<file path="src/rtl/if_fetch_queue.sv">
// -----------------------------------------------------------------------------
// if_fetch_queue
//
// Instruction fetch queue sitting between the IROM fetch port and the ID stage.
// It is a DEPTH-entry circular FIFO with valid/ready handshakes on both sides.
// A branch/jump redirect (flush_i) discards everything held in the queue. With
// FALLTHROUGH=1 an entry offered to an empty queue is presented on the
// dequeue side in the same cycle, and it bypasses storage when ID takes it.
//
// Parameters:
//   XLEN        - PC width in bits
//   ILEN        - instruction word width in bits
//   DEPTH       - number of entries (power of two, >= 2)
//   FALLTHROUGH - 1: same-cycle pass-through when empty, 0: registered only
//
// Ports:
//   clk          in   clock, rising edge
//   rst_n        in   asynchronous active-low reset
//   flush_i      in   redirect; discards all contents and in-flight handshakes
//   enq_valid_i  in   fetch side offers an entry
//   enq_ready_o  out  queue can accept an entry (not full)
//   enq_pc_i     in   PC of the fetched instruction (word aligned)
//   enq_instr_i  in   fetched instruction word
//   deq_valid_o  out  head entry is valid
//   deq_ready_i  in   ID stage consumes the head entry
//   deq_pc_o     out  head PC            (0 when deq_valid_o = 0)
//   deq_pc4_o    out  head PC + 4        (0 when deq_valid_o = 0)
//   deq_instr_o  out  head instruction   (0 when deq_valid_o = 0)
//   count_o      out  number of occupied entries
//   full_o       out  count_o == DEPTH
//   empty_o      out  count_o == 0
// -----------------------------------------------------------------------------
module if_fetch_queue #(
  parameter int XLEN        = 32,
  parameter int ILEN        = 32,
  parameter int DEPTH       = 4,
  parameter int FALLTHROUGH = 0
) (
  input  logic                       clk,
  input  logic                       rst_n,
  input  logic                       flush_i,
  input  logic                       enq_valid_i,
  output logic                       enq_ready_o,
  input  logic [XLEN-1:0]            enq_pc_i,
  input  logic [ILEN-1:0]            enq_instr_i,
  output logic                       deq_valid_o,
  input  logic                       deq_ready_i,
  output logic [XLEN-1:0]            deq_pc_o,
  output logic [XLEN-1:0]            deq_pc4_o,
  output logic [ILEN-1:0]            deq_instr_o,
  output logic [$clog2(DEPTH+1)-1:0] count_o,
  output logic                       full_o,
  output logic                       empty_o
);

  localparam int PTR_W = $clog2(DEPTH);
  localparam int CNT_W = $clog2(DEPTH + 1);

  // ---------------------------------------------------------------------------
  // State
  // ---------------------------------------------------------------------------
  logic [PTR_W-1:0] wr_ptr_reg, wr_ptr_next;
  logic [PTR_W-1:0] rd_ptr_reg, rd_ptr_next;
  logic [CNT_W-1:0] count_reg,  count_next;

  // Storage has no reset: an entry is only ever read after it was written,
  // and the dequeue outputs are forced to zero while nothing is valid.
  logic [XLEN-1:0] pc_mem_reg    [DEPTH];
  logic [ILEN-1:0] instr_mem_reg [DEPTH];

  // ---------------------------------------------------------------------------
  // Status and handshakes
  // ---------------------------------------------------------------------------
  logic empty;
  logic full;
  logic ft_active;   // fall-through path owns the dequeue side this cycle
  logic deq_valid;
  logic enq_fire;
  logic deq_fire;
  logic bypass;      // entry handed straight to ID, never stored
  logic wr_en;
  logic rd_en;

  assign empty = (count_reg == '0);
  assign full  = (count_reg == CNT_W'(DEPTH));

  // Ready depends only on registered state, so a full queue refuses an offer
  // even when a dequeue fires in the same cycle.
  assign enq_ready_o = !full;

  assign ft_active = (FALLTHROUGH != 0) && empty;

  // In fall-through mode the valid comes straight from the fetch side; rst_n
  // is folded in so the output takes its reset value while reset is held.
  // Otherwise a flush leaves the current-cycle valid untouched.
  assign deq_valid = ft_active ? (enq_valid_i && !flush_i && rst_n) : !empty;

  assign enq_fire = enq_valid_i && enq_ready_o && !flush_i;
  assign deq_fire = deq_valid   && deq_ready_i && !flush_i;

  // A fall-through entry consumed in the same cycle touches neither the
  // storage nor the pointers/count.
  assign bypass = ft_active && enq_fire && deq_fire;
  assign wr_en  = enq_fire && !bypass;
  assign rd_en  = deq_fire && !bypass;

  // ---------------------------------------------------------------------------
  // Pointer and count next-state
  // ---------------------------------------------------------------------------
  always_comb begin
    wr_ptr_next = wr_ptr_reg;
    rd_ptr_next = rd_ptr_reg;
    count_next  = count_reg;

    if (flush_i) begin
      wr_ptr_next = '0;
      rd_ptr_next = '0;
      count_next  = '0;
    end else begin
      // DEPTH is a power of two, so natural overflow wraps DEPTH-1 -> 0.
      if (wr_en) begin
        wr_ptr_next = wr_ptr_reg + PTR_W'(1);
      end
      if (rd_en) begin
        rd_ptr_next = rd_ptr_reg + PTR_W'(1);
      end
      if (wr_en && !rd_en) begin
        count_next = count_reg + CNT_W'(1);
      end else if (rd_en && !wr_en) begin
        count_next = count_reg - CNT_W'(1);
      end
    end
  end

  always_ff @(posedge clk or negedge rst_n) begin
    if (!rst_n) begin
      wr_ptr_reg <= '0;
      rd_ptr_reg <= '0;
      count_reg  <= '0;
    end else begin
      wr_ptr_reg <= wr_ptr_next;
      rd_ptr_reg <= rd_ptr_next;
      count_reg  <= count_next;
    end
  end

  // ---------------------------------------------------------------------------
  // Entry storage: one write-enable decode per slot
  // ---------------------------------------------------------------------------
  generate
    for (genvar gi = 0; gi < DEPTH; gi++) begin : g_entry
      logic slot_we;

      assign slot_we = wr_en && (wr_ptr_reg == PTR_W'(gi));

      always_ff @(posedge clk) begin
        if (slot_we) begin
          pc_mem_reg[gi]    <= enq_pc_i;
          instr_mem_reg[gi] <= enq_instr_i;
        end
      end
    end
  endgenerate

  // ---------------------------------------------------------------------------
  // Dequeue side
  // ---------------------------------------------------------------------------
  logic [XLEN-1:0] head_pc;
  logic [ILEN-1:0] head_instr;

  always_comb begin
    head_pc    = '0;
    head_instr = '0;
    if (deq_valid) begin
      if (ft_active) begin
        head_pc    = enq_pc_i;
        head_instr = enq_instr_i;
      end else begin
        head_pc    = pc_mem_reg[rd_ptr_reg];
        head_instr = instr_mem_reg[rd_ptr_reg];
      end
    end
  end

  assign deq_valid_o = deq_valid;
  assign deq_pc_o    = head_pc;
  assign deq_instr_o = head_instr;
  // Sequential-PC for the decoder; wraps at the top of the address space and
  // stays zero along with the PC when nothing is valid.
  assign deq_pc4_o   = deq_valid ? (head_pc + XLEN'(4)) : '0;

  assign count_o = count_reg;
  assign full_o  = full;
  assign empty_o = empty;

  // ---------------------------------------------------------------------------
  // Simulation checks
  // ---------------------------------------------------------------------------
  a_no_enq_when_full : assert property (
    @(posedge clk) disable iff (!rst_n) !(enq_fire && full)
  );

  a_enq_pc_aligned : assert property (
    @(posedge clk) disable iff (!rst_n) !(enq_fire && (enq_pc_i[1:0] != 2'b00))
  );

endmodule

</file>
<file path="config.mk">
export PLATFORM = sky130hd
export DESIGN_NAME = if_fetch_queue
export DESIGN_NICKNAME = d
export VERILOG_FILES = /design/src/rtl/if_fetch_queue.sv
export SDC_FILE = /design/constraint.sdc
export NUM_CORES = 1
export LEC_CHECK = 0
export CAP_MARGIN = 40
export CORE_MARGIN = 2
export CORE_UTILIZATION = 58
export DETAILED_ROUTE_END_ITERATION = 12
export GPL_ROUTABILITY_DRIVEN = 0
export PLACE_DENSITY_LB_ADDON = 0.05
export RECOVER_POWER = 100
export SETUP_SLACK_MARGIN = 0.05
export SYNTH_ARGS = -nofsm -noshare
export SYNTH_HDL_FRONTEND = slang
export SYNTH_SLANG_ARGS = --single-unit
</file>
<file path="constraint.sdc">
create_clock -name clk -period 5.2 [get_ports clk]
set_input_delay 1.04 -clock clk [delete_from_list [all_inputs] [get_ports clk]]
set_output_delay 1.04 -clock clk [all_outputs]
set_load 0.02 [all_outputs]
</file>
* Yosys cells after proc, flatten, opt, wreduce, memory -nomap -nowiden
Memories as Yosys holds them, arrays and structs flattened.
Index checks and enable logic that the tools add are counted.
** Word-level totals
- Register bits after elaboration :: 7
- RAM bits :: 256
- Input port bits :: 69
- Output and inout bits :: 103
- Logic and storage cells :: 76
- Memories :: 2
** Memories
- instr_mem_reg :: words 4, width 32, rd ports 1, clocked after Yosys merged registers in 0, wr ports 1, line 69 : logic [ILEN-1:0] instr_mem_reg [DEPTH];
- pc_mem_reg :: words 4, width 32, rd ports 1, clocked after Yosys merged registers in 0, wr ports 1, line 68 : logic [XLEN-1:0] pc_mem_reg [DEPTH];
** Operators by class
- Add/subtract/negate cells :: 5
- Eq/ne operators :: 4
- Multiplexer cells :: 36
- Reductions and logical operators :: 26
** Operators with widths (number)
- 32-bit 2-to-1 mux :: 9
- 32-bit OR reduction :: 6
- 32-bit by 3-bit adder with 32-bit output, second input constant :: 1
- 2-bit 2-to-1 mux :: 10
- 1-bit 2-to-1 mux :: 14
- 1-bit logical AND :: 10
- 3-bit 2-to-1 mux :: 3
- 1-bit zero test :: 5
- 2-bit by 1-bit adder with 2-bit output, second input constant :: 2
- 2-bit == test, second input constant :: 2
- 2-bit nonzero test :: 2
- 3-bit by 1-bit adder with 3-bit output, second input constant :: 1
- 3-bit == test, second input constant :: 1
- 3-bit zero test :: 1
- 3-bit nonzero test :: 1
- 3-bit by 1-bit subtractor with 3-bit output, second input constant :: 1
- 2-bit by 1-bit == test with 1-bit output, second input constant :: 1
- 2-bit zero test :: 1

* Logic depth before layout (Yosys ltp)
Gate-level depths: netlist of run 1.
- Word-level depth :: 11
- Gate-level depth with buffers :: 11
- Depth with buffers taken out :: 11

* Least setup slack after synthesis of run 1
Ideal clock, no wire load.
- Path kind :: flip-flop to output port
- Start point :: reg count_reg[0], in the netlist count_o[0]
- End point :: out deq_pc4_o[26]
- Arrival time :: 3122 ps
- Required time :: 4160 ps
- Setup slack :: 1038 ps
- Cell stages (with the launch flop) :: 12
- Path buffers :: 3
- Cells stage by stage :: dfrtp_1 > or3_1 > buf_2 > clkbuf_1 > clkbuf_1 > and2_1 > ha_1 > nand2_1 > nor2_1 > nand3_2 > or3_1 > a21oi_1
** Between the ends
- Longest elaborated chain between the ends :: 4
** Ends and longest elaborated chain
- start: declaration :: line 64 : logic [CNT_W-1:0] count_reg, count_next;
- start signal: assignment :: line 143 : count_reg <= count_next;
- 3-bit zero test :: line 84 : assign empty = (count_reg == '0);
- 32-bit 2-to-1 mux :: line 174 : if (deq_valid) begin
- named net deq_pc_o[2] :: line 48 : output logic [XLEN-1:0] deq_pc_o,
- 32-bit by 3-bit adder with 32-bit output :: line 190 : assign deq_pc4_o = deq_valid ? (head_pc + XLEN'(4)) : '0;
- 32-bit 2-to-1 mux :: line 190
- end: declaration :: line 49 : output logic [XLEN-1:0] deq_pc4_o,
The timed path passes the listed nets, and every way through them passes these cells.

* Worst setup path in the final report of run 1
- Start point :: reg rd_ptr_reg[1]
- End point :: out deq_pc4_o[29]
** Between the ends
- Longest elaborated chain between the ends :: 4
** Ends and longest elaborated chain
- start: declaration :: line 63 : logic [PTR_W-1:0] rd_ptr_reg, rd_ptr_next;
- start signal: assignment :: line 142 : rd_ptr_reg <= rd_ptr_next;
- memory 4 x 32 bit
- 32-bit 2-to-1 mux :: line 174
- 32-bit by 3-bit adder with 32-bit output :: line 190
- 32-bit 2-to-1 mux :: line 190
No other way between the ends.

==> impl_metrics.py, run 1 <==
metrics = {
    "cts": {
        "cts_resized": 0,
        "postCtsSetupBuffers": 0,
        "cts_root_buffer": "clkbuf_16",
        "clockBufferDepth": 3,
        "clk_latency_ns": 0.52,
        "path_clk_slew_ns": 0.06,
        "cts_sinks": 263,
        "cts_max_level": 1,
        "holdBufCountCts": 0,
        "cts_buffers": 27,
        "cts_tree": "built",
    },
    "grt": {
        "grt_pass1_vias": 6358,
        "grt.overflow.total": 0,
        "antenna_found_initial": 6,
        "grtUsageTotal": 0.229,
        "grt_max_degree": 42,
        "grt_pass1_wl_um": 34900,
    },
    "die": {
        "die_area_um2": 20200,
        "die_x_um": 142,
        "initial_core_util": 0.590,
        "rows": 50,
        "die_y_um": 142,
        "core_um2": 18700,
        "io_pins": 172,
    },
    "timing": {
        "final_max_slew_viol_count": 114,
        "fin_crit_sh": 0.942,
        "finalSetupTns_ns": 0,
        "worst_pin_slew_ns": 3.00,
        "final_hold_viol_count": 0,
        "rsz0062_at_grt": "no",
        "finalSetupViolations": 0,
        "max_freq_mhz": 204,
        "fin_skew_ns": 0.00744,
        "slew-limit-headroom": -1.00,
        "min_period_ns": 4.90,
        "timing.hold.ws_ns": 0.608,
        "finalWorstSetupSlack_ns": 0.301,
    },
    "logic_synthesis": {
        "synth_edf_count": 256,
        "netlist_area_um2": 11000,
        "synth.distinct_cells": 40,
        "async_reset_ff_frac": 0.0266,
        "ys_ff_latch": 263,
        "yosysTopAreaCell": "edfxtp_1",
        "synthTopCellsByArea": "edfxtp_1 (70%), mux4_2 (11%), and2_1 (3.7%)",
        "yosysMostFrequentCell": "edfxtp_1",
        "ys_warn_count": 0,
        "syn_inst": 592,
        "synth_fp_nets": 667,
        "seq_area_frac_synth": 0.712,
        "synth_ff_type": "edfxtp_1",
        "synthTopCellsByCount": "edfxtp_1 (256), and2_1 (66), mux4_2 (55), nor2_1 (40), nand2_1 (22)",
        "syn_avg_cell_area_um2": 18.7,
        "synth_top_area_frac": 0.696,
    },
    "pwr": {
        "pwr-share-comb": 0.396,
        "seqPwrFrac": 0.350,
        "intPower_w": 0.00490,
        "p_sw_w": 0.00242,
        "powerDensity_nw_per_um2": 529,
        "clkPwrFrac": 0.254,
        "peakVddDrop_uv": 365,
        "leakage_nw": 4.66,
        "p_sw_frac": 0.331,
    },
    "worst_setup_path": {
        "path_class": "flop to output port",
        "max_stage_delay_ns": 0.74,
        "critPathMaxFanout": 31,
        "worst_setup_path_start_kind": "flop",
        "critPathCaptureType": "output port",
        "cp_slowest_cell": "mux4_1",
        "worst_ep_required_time_ns": 4.16,
        "path_cells": "mux4_1, nor3b_2, nand4_2, or3_1, a21oi_1, dlygate4sd3_1",
        "critPathArrivalTime_ns": 3.86,
    },
    "status": {
        "status": "finished, violations left",
        "violations": "max-capacitance violations, max-slew violations",
    },
    "detailed_routing": {
        "first_pass_iters": 5,
        "ant_nets": 0,
        "drc_errors": 0,
        "drt_iter0_drc": 463,
        "avgRoutedWirePerCell_um": 22.0,
        "num_vias": 6018,
        "wirelength_um": 22700,
        "viasPerCell": 5.83,
    },
    "min_path": {
        "hp-class": "flop to flop",
    },
    "placement": {
        "io_buffers": 171,
        "post-dp-hpwl_um": 14500,
        "dp_worst_setup_slack_ns": 0.729,
        "placedCellCount": 978,
    },
    "final_layout": {
        "final_core_util": 0.740,
        "stdcell_count": 1032,
        "post_route_cells_drive_above_1_share": 0.152,
        "finalNetCount": 849,
        "area_delta_synth_final_pct": 25.4,
    },
    "flow_run": {
        "cap_violations": 4,
    },
}
## per-layer routing
| metal | vias to the layer above | global-route usage | routed length [um] |
|---|---|---|---|
| li1 | 2684 | - | - |
| met1 | 3039 | 0.316 | 9370 |
| met4 | 0 | 0.0611 | 438 |
| met3 | 38 | 0.0424 | 1570 |
| met5 | - | 0 | 0 |
| met2 | 257 | 0.383 | 11300 |
## power groups by stage
stage          Combinational [W]  Clock (W)  Sequential (W)
3_5_place_dp             0.00304          0         0.00263
2_1_floorplan            0.00184          0         0.00256
6_report                 0.00290    0.00186         0.00256
5_1_grt                  0.00310    0.00198         0.00258
4_1_cts                  0.00306    0.00190         0.00258
3_3_place_gp             0.00299          0         0.00262
## cells by family (layout without fill, tap and decap cells)
kind of cell | Yosys count | in the layout | synth area share
buffers and inverters | 43 | 243 | 0.0221
adder cells (fa/ha/maj) | 6 | 6 | 0.00748
other | 0 | 6 | 0
flip-flops | 263 | 263 | 0.712
XOR/XNOR | 26 | 26 | 0.0206
AO/OA/AOI/OAI | 14 | 14 | 0.00657
AND/OR/NAND/NOR | 172 | 172 | 0.0911
multiplexers | 68 | 68 | 0.140
## metrics by stage
stage	cell area [um^2]	total power (W)
CTS	13900	0.00754
floorplan	11000	0.00439
global placement	12900	0.00561
detailed placement	13000	0.00567
finish	13800	0.00732
global route	13800	0.00766
## cell usage in the layout, fill, tap and decap left out, types with 3 or more instances in the layout
cell,instances
edfxtp_1,256
dlygate4sd3_1,146
mux4_2,55
and2_1,51
nor2_1,40
clkbuf_16,27
clkdlybuf4s50_1,25
nand2_1,22
xor2_1,18
and2_0,15
inv_1,12
mux4_1,11
nand3_1,11
nand4_1,8
xnor2_1,8
or3_1,7
o21ai_0,7
diode_2,6
a21oi_1,6
clkbuf_1,6
clkinv_2,6
buf_4,6
ha_1,5
clkinv_1,5
dfrtp_1,5
bufinv_16,4
clkbuf_2,4
nand3_2,3
## critical path, delay by kind of cell (launching register included)
| kind | cells | cell delay, ns |
|---|---|---|
| muxes | 1 | 0.74 |
| buffers and inverters | 1 | 0.68 |
| AOI/OAI and AO/OA | 1 | 0.14 |
| and+or+nand+nor | 3 | 1.05 |
| DFF | 1 | 0.73 |
## area by class of cell
class,count,area [um^2]
timing repair buffer,184,1820
tap,234,293
sequential,263,7870
clock buffer,32,694
antenna,6,15.0
fill,1102,4860
multi-input combinational,286,2940
inverter,12,45.0
clock inverter,15,169
## final timing paths
kind	start	to	slack [ns]	cells after the start
setup / recovery	rd_ptr_reg[1]$_DFFE_PN0P_	deq_pc4_o[29]	0.30	6
hold / removal	count_o[2]$_DFFE_PN0P_	count_o[2]$_DFFE_PN0P_	0.61	2
setup reg to reg	count_o[0]$_DFFE_PN0P_	instr_mem_reg[3][0]$_DFFE_PP_	0.75	7
max in group asynchronous	rst_n	rd_ptr_reg[1]$_DFFE_PN0P_	4.06	1
min in group asynchronous	rst_n	count_o[2]$_DFFE_PN0P_	0.86	1
hold reg to reg	count_o[2]$_DFFE_PN0P_	count_o[2]$_DFFE_PN0P_	0.61	2
No activity file was read; power rests on OpenSTA's default activity.
==> run 2: changes to the inputs <==
--- a/config.mk
+++ b/config.mk
@@ -5,9 +5,10 @@
 export SDC_FILE = /design/constraint.sdc
 export NUM_CORES = 1
 export LEC_CHECK = 0
+export ABC_AREA = 1
 export CAP_MARGIN = 40
 export CORE_MARGIN = 2
-export CORE_UTILIZATION = 58
+export CORE_UTILIZATION = 59
 export DETAILED_ROUTE_END_ITERATION = 12
 export GPL_ROUTABILITY_DRIVEN = 0
 export PLACE_DENSITY_LB_ADDON = 0.05
==> run 2 against run 1 <==
Against the previous run:
- the flow still finishes with violations (max-capacitance violations, max-slew violations)
- synthesized cell count up 95%
- die area up 5.8%
- hold slack better by 0.024 ns
- sequential share of layout area down 2.8 points
- flip-flop and latch count unchanged
- critical endpoint is now deq_pc4_o[16]
==> impl_metrics.py, run 2 <==
metrics = {
    "status": {
        "status": "finished, violations left",
        "violations": "max-capacitance violations, max-slew violations",
    },
    "logic_synthesis": {
        "ys_ff_latch": 263,
        "synth_fp_nets": 1227,
        "async_reset_ff_frac": 0.0266,
        "netlist_area_um2": 11900,
        "synthTopCellsByCount": "nand2_1 (261), edfxtp_1 (256), nor2_1 (208), nand3_1 (95), inv_1 (84)",
        "synth_edf_count": 256,
        "ys_warn_count": 0,
        "syn_inst": 1152,
        "yosysTopAreaCell": "edfxtp_1",
        "syn_avg_cell_area_um2": 10.3,
        "synth_ff_type": "edfxtp_1",
        "seq_area_frac_synth": 0.661,
        "yosysMostFrequentCell": "nand2_1",
        "synth_top_area_frac": 0.646,
        "synth.distinct_cells": 29,
        "synthTopCellsByArea": "edfxtp_1 (65%), nand2_1 (8.2%), nor2_1 (6.6%)",
    },
    "worst_setup_path": {
        "ff2ff_path_depth": 7,
        "critPathCaptureType": "output port",
        "worst_setup_path_start_kind": "flop",
        "critPathArrivalTime_ns": 3.87,
        "r2r-start": "count_o[0]$_DFFE_PN0P_",
        "critPathMaxFanout": 83,
        "path_class": "flop to output port",
        "worst_ep_required_time_ns": 4.16,
        "startpoint": "rd_ptr_reg[0]$_DFFE_PN0P_",
    },
    "die": {
        "die_x_um": 146,
        "die_area_um2": 21300,
        "io_pins": 172,
        "initial_core_util": 0.606,
        "core_um2": 19700,
        "die_y_um": 146,
        "rows": 51,
    },
    "placement": {
        "post-dp-hpwl_um": 17600,
        "io_buffers": 171,
    },
    "timing": {
        "final_hold_viol_count": 0,
        "fin_skew_ns": 0.0184,
        "worst_pin_slew_ns": 2.46,
        "slew-limit-headroom": -0.638,
        "min_period_ns": 4.91,
        "fin_crit_sh": 0.945,
        "final_max_slew_viol_count": 178,
        "max_freq_mhz": 204,
        "finalSetupViolations": 0,
        "rsz0062_at_grt": "no",
        "finalSetupTns_ns": 0,
    },
    "cts": {
        "cts_root_buffer": "clkbuf_16",
        "path_clk_slew_ns": 0.06,
        "cts_tree": "built",
        "cts_max_level": 1,
        "clk_latency_ns": 0.55,
        "cts_buffers": 26,
        "cts_sinks": 263,
        "clockBufferDepth": 3,
    },
    "final_layout": {
        "area_delta_synth_final_pct": 22.3,
        "post_route_cells_drive_above_1_share": 0.0681,
        "final_cell_mix": "nand2_1 (261), edfxtp_1 (256), nor2_1 (210), dlygate4sd3_1 (157), nand3_1 (96)",
        "final_common_cell": "nand2_1",
        "finalNetCount": 1391,
    },
    "pwr": {
        "p_total_w": 0.00712,
        "leakage_nw": 5.70,
        "peakVddDrop_uv": 341,
        "powerDensity_nw_per_um2": 489,
    },
    "grt": {
        "grtUsageTotal": 0.261,
        "grt_pass1_vias": 8615,
        "grt_pass1_wl_um": 44100,
        "grt_max_degree": 84,
        "antenna_found_initial": 6,
        "grt.overflow.total": 0,
    },
    "detailed_routing": {
        "ant_nets": 0,
        "first_pass_iters": 6,
        "drc_errors": 0,
        "viasPerCell": 5.41,
        "num_vias": 8696,
        "drt_iter0_drc": 816,
        "wirelength_um": 28000,
        "avgRoutedWirePerCell_um": 17.4,
    },
    "min_path": {
        "worstHoldPathCells": 2,
        "worst_hold_startpoint": "count_o[2]$_DFFE_PN0P_",
        "hp-class": "flop to flop",
    },
    "flow_run": {
        "cap_violations": 5,
    },
}
## run 2: metal layers
| metal | vias to the layer above | global-route usage | share of wire |
|---|---|---|---|
| met5 | - | 0 | 0 |
| met4 | 0 | 0.0942 | 0.024 |
| met3 | 49 | 0.0484 | 0.082 |
| met2 | 389 | 0.449 | 0.49 |
| met1 | 4067 | 0.335 | 0.40 |
| li1 | 4191 | - | - |
## run 2: worst max-delay path: stages, from the launching register on
cell           delay (ns)
dfrtp_4              0.68
clkinv_8             0.37
nand2_1              0.14
nand3_1              0.10
a21oi_1              0.25
ha_1                 0.33
nand3_1              0.14
nor2_1               0.34
nand2_1              0.13
nand2_1              0.07
o21ai_1              0.06
inv_1                0.05
dlygate4sd3_1        0.66
## run 2: report_power, final
group          leakage [nW]  switching, W  total, W  internal (W)
clock                 0.391      0.000760   0.00173      0.000971
sequential             2.41     0.0000533   0.00252       0.00246
combinational          2.90       0.00187   0.00287       0.00101
total                  5.70       0.00268   0.00712       0.00444
## run 2: path summary, 6_finish.rpt
| kind | to | slack (ns) |
|---|---|---|
| max | deq_pc4_o[16] | 0.29 |
| min | count_o[2]$_DFFE_PN0P_ | 0.63 |
| max reg2reg | pc_mem_reg[0][20]$_DFFE_PP_ | 1.35 |
| min reg2reg | count_o[2]$_DFFE_PN0P_ | 0.63 |
| max in group asynchronous | rd_ptr_reg[0]$_DFFE_PN0P_ | 4.07 |
| min in group asynchronous | count_o[2]$_DFFE_PN0P_ | 0.83 |
## run 2: repair_timing
action / CTS / global route
hold buffers: 0 / 0
resized for setup: 0 / 1
setup endpoints to repair: 0 / 8
buffers inserted: 0 / 1
## run 2: kinds of logic (layout without fill, tap and decap cells)
family | after synthesis | in the layout | share of synthesized area
flip-flops | 263 | 263 | 0.661
other | 0 | 5 | 0
adder cells (fa/ha/maj) | 6 | 6 | 0.00694
buffers and inverters | 143 | 327 | 0.0578
AO/OA/AOI/OAI | 115 | 115 | 0.0486
XOR/XNOR | 13 | 13 | 0.00956
AND/OR/NAND/NOR | 612 | 612 | 0.217
## run 2: metrics by stage
| stage | util | instances | hold WS [ns] | area [um^2] | setup slack [ns] |
|---|---|---|---|---|---|
| after floorplan | - | 1152 | 0.579 | 11900 | 0.632 |
| after global placement | 0.701 | 1551 | 0.615 | 13800 | 0.883 |
| after detailed placement | 0.702 | 1552 | 0.634 | 13800 | 0.802 |
| after CTS | 0.743 | 1600 | 0.647 | 14600 | 0.193 |
| after global routing | 0.741 | 1604 | 0.680 | 14600 | 0.0412 |
| final | 0.741 | 1606 | 0.631 | 14600 | 0.288 |
## run 2: area by class of cell
type / instances / area, um^2
Sequential cell: 263 / 7870
Fill cell: 1394 / 5090
Multi-Input combinational cell: 746 / 3340
Timing Repair Buffer: 190 / 1860
Clock buffer: 37 / 722
Inverter: 89 / 347
Tap cell: 265 / 332
Clock inverter: 11 / 78.8
Antenna cell: 5 / 12.5
==> run 3: changes to the inputs <==
--- a/config.mk
+++ b/config.mk
@@ -11,6 +11,7 @@
 export CORE_UTILIZATION = 59
 export DETAILED_ROUTE_END_ITERATION = 12
 export GPL_ROUTABILITY_DRIVEN = 0
+export GPL_TIMING_DRIVEN = 0
 export PLACE_DENSITY_LB_ADDON = 0.05
 export RECOVER_POWER = 100
 export SETUP_SLACK_MARGIN = 0.05
==> run 3 against run 2 <==
Against the previous run:
- the run still ends with max-capacitance violations, max-slew violations left
- critical endpoint is now deq_pc4_o[30]
- final area up 2.3%
- sequential power about the same
- core utilization up 1.7 points
- clock-buffer cell count unchanged
- total power up 6.2%
- first-iteration DRC count up 20%
- flip-flop and latch count unchanged
- via count up 5.0%
==> impl_metrics.py, run 3 (same netlist as run 2, synthesis figures left out) <==
metrics = {
    "cts": {
        "holdBufCountCts": 0,
        "cts_max_level": 1,
        "cts_resized": 0,
        "cts_sinks": 263,
        "cts_root_buffer": "clkbuf_16",
        "postCtsSetupBuffers": 0,
        "clockBufferDepth": 3,
        "clk_latency_ns": 0.55,
        "cts_tree": "built",
        "cts_buffers": 27,
        "path_clk_slew_ns": 0.06,
    },
    "timing": {
        "finalSetupViolations": 0,
        "worst_pin_slew_ns": 2.33,
        "max_freq_mhz": 204,
        "slew-limit-headroom": -0.562,
        "fin_crit_sh": 0.943,
        "final_max_slew_viol_count": 45,
        "rsz0062_at_grt": "no",
        "timing.hold.ws_ns": 0.651,
        "final_hold_viol_count": 0,
        "min_period_ns": 4.90,
        "fin_skew_ns": 0.0290,
    },
    "die": {
        "die_y_um": 146,
        "die_x_um": 146,
        "die_area_um2": 21300,
        "initial_core_util": 0.606,
        "rows": 51,
        "core_um2": 19700,
        "io_pins": 172,
    },
    "final_layout": {
        "stdcell_area_um2": 14900,
        "area_delta_synth_final_pct": 25.2,
        "final_core_util": 0.758,
        "finalNetCount": 1438,
        "fill_cells": 1390,
        "final_cell_mix": "nand2_1 (262), edfxtp_1 (256), nor2_1 (211), dlygate4sd3_1 (140), nand3_1 (95)",
        "stdcell_count": 1650,
        "post_route_cells_drive_above_1_share": 0.0739,
        "final_common_cell": "nand2_1",
    },
    "detailed_routing": {
        "avgRoutedWirePerCell_um": 18.5,
        "drt_iter0_drc": 982,
        "first_pass_iters": 5,
        "ant_nets": 0,
        "viasPerCell": 5.53,
        "wirelength_um": 30500,
        "num_vias": 9127,
        "drc_errors": 0,
    },
    "worst_setup_path": {
        "reg2reg_to": "pc_mem_reg[0][14]$_DFFE_PP_",
        "ff2ff_path_depth": 8,
        "path_cells": "inv_1, nand3_2, inv_2, buf_2, buf_2, a21oi_1, ha_1, inv_1, nor2_1, nand3_2, nor2_1, nor2_1, nor2_1, clkdlybuf4s50_1",
        "critPathArrivalTime_ns": 3.86,
        "worst_ep_required_time_ns": 4.16,
        "r2r-start": "count_o[0]$_DFFE_PN0P_",
        "path_class": "flop to output port",
        "worst_path_most_repeated_cell": "nor2_1",
        "cp_slowest_cell": "clkdlybuf4s50_1",
        "worst_setup_path_start_kind": "flop",
        "reg2reg_slack_ns": 0.89,
        "critPathMaxFanout": 10,
        "critPathCaptureType": "output port",
        "startpoint": "count_o[2]$_DFFE_PN0P_",
        "max_stage_delay_ns": 0.60,
    },
    "grt": {
        "grt.busiest_layer": "met2",
        "grt_pass1_wl_um": 47700,
        "antenna_found_initial": 4,
        "grt_pass1_vias": 8889,
        "use_met2": 0.497,
        "grtUsageTotal": 0.286,
        "use_met1": 0.364,
        "met3_usage": 0.0563,
        "grt_max_degree": 24,
        "grt.overflow.total": 0,
    },
    "pwr": {
        "leakage_nw": 5.85,
        "peakVddDrop_uv": 373,
        "powerDensity_nw_per_um2": 507,
    },
    "status": {
        "status": "finished, violations left",
        "violations": "max-capacitance violations, max-slew violations",
    },
    "placement": {
        "post-dp-hpwl_um": 20900,
        "io_buffers": 171,
        "placedCellCount": 1599,
        "postPlaceCellArea_um2": 14200,
    },
    "min_path": {
        "worst_hold_startpoint": "count_o[1]$_DFFE_PN0P_",
        "worstHoldPathCells": 2,
        "hold_end": "count_o[1]$_DFFE_PN0P_",
        "hp-class": "flop to flop",
    },
    "flow_run": {
        "cap_violations": 2,
    },
}
[run 3: worst max-delay path by stage]
stage	end	slack, ns	cells past startpoint
3_5_place_dp	deq_pc4_o[30]	0.86	14
4_1_cts	deq_pc4_o[30]	0.29	14
2_1_floorplan	instr_mem_reg[0][0]$_DFFE_PP_	0.63	4
5_1_grt	deq_instr_o[17]	0.03	8
6_report	deq_pc4_o[30]	0.30	14
3_3_place_gp	instr_mem_reg[3][8]$_DFFE_PP_	-2.04	5
[run 3: final cells by class]
type / count / area, um^2 / area share
sequential: 263 / 7860 / 0.528
multi-input combinational: 746 / 3340 / 0.224
timing repair buffer: 182 / 1770 / 0.119
clock buffer: 37 / 743 / 0.0499
inverter: 89 / 342 / 0.0229
buffer: 54 / 338 / 0.0227
tap: 265 / 332 / 0.0223
clock inverter: 10 / 160 / 0.0108
antenna: 4 / 10.0 / 0.000672
[run 3: power breakdown]
| group | switching (W) | internal, W | leakage, nW | total (W) |
|---|---|---|---|---|
| combinational | 0.00200 | 0.00111 | 2.99 | 0.00311 |
| clock | 0.000768 | 0.00119 | 0.439 | 0.00196 |
| sequential | 0.0000332 | 0.00246 | 2.41 | 0.00249 |
[run 3: through the flow]
stage	power [W]	worst slack [ns]	TNS, ns
floorplan	0.00434	0.632	0
global route	0.00791	0.0265	0
detailed placement	0.00578	0.864	0
finish	0.00756	0.296	0
global placement	0.00572	-2.04	-505.17
CTS	0.00774	0.293	0
[run 3: metal layers]
| metal | vias to the layer above | routed length, um | share of wire |
|---|---|---|---|
| met5 | - | 13 | 0.00043 |
| met4 | 2 | 882 | 0.029 |
| met3 | 74 | 2710 | 0.089 |
| met2 | 474 | 15000 | 0.49 |
| met1 | 4289 | 11900 | 0.39 |
| li1 | 4288 | - | - |
[run 3: worst max-delay path: cells and delay by family (launching register included)]
kind	cells	cell delay, ns
buffers and inverters	6	1.42
adder cells (fa/ha/maj)	1	0.34
flip-flops	1	0.41
AND/OR/NAND/NOR	6	0.93
AO/OA/AOI/OAI	1	0.24
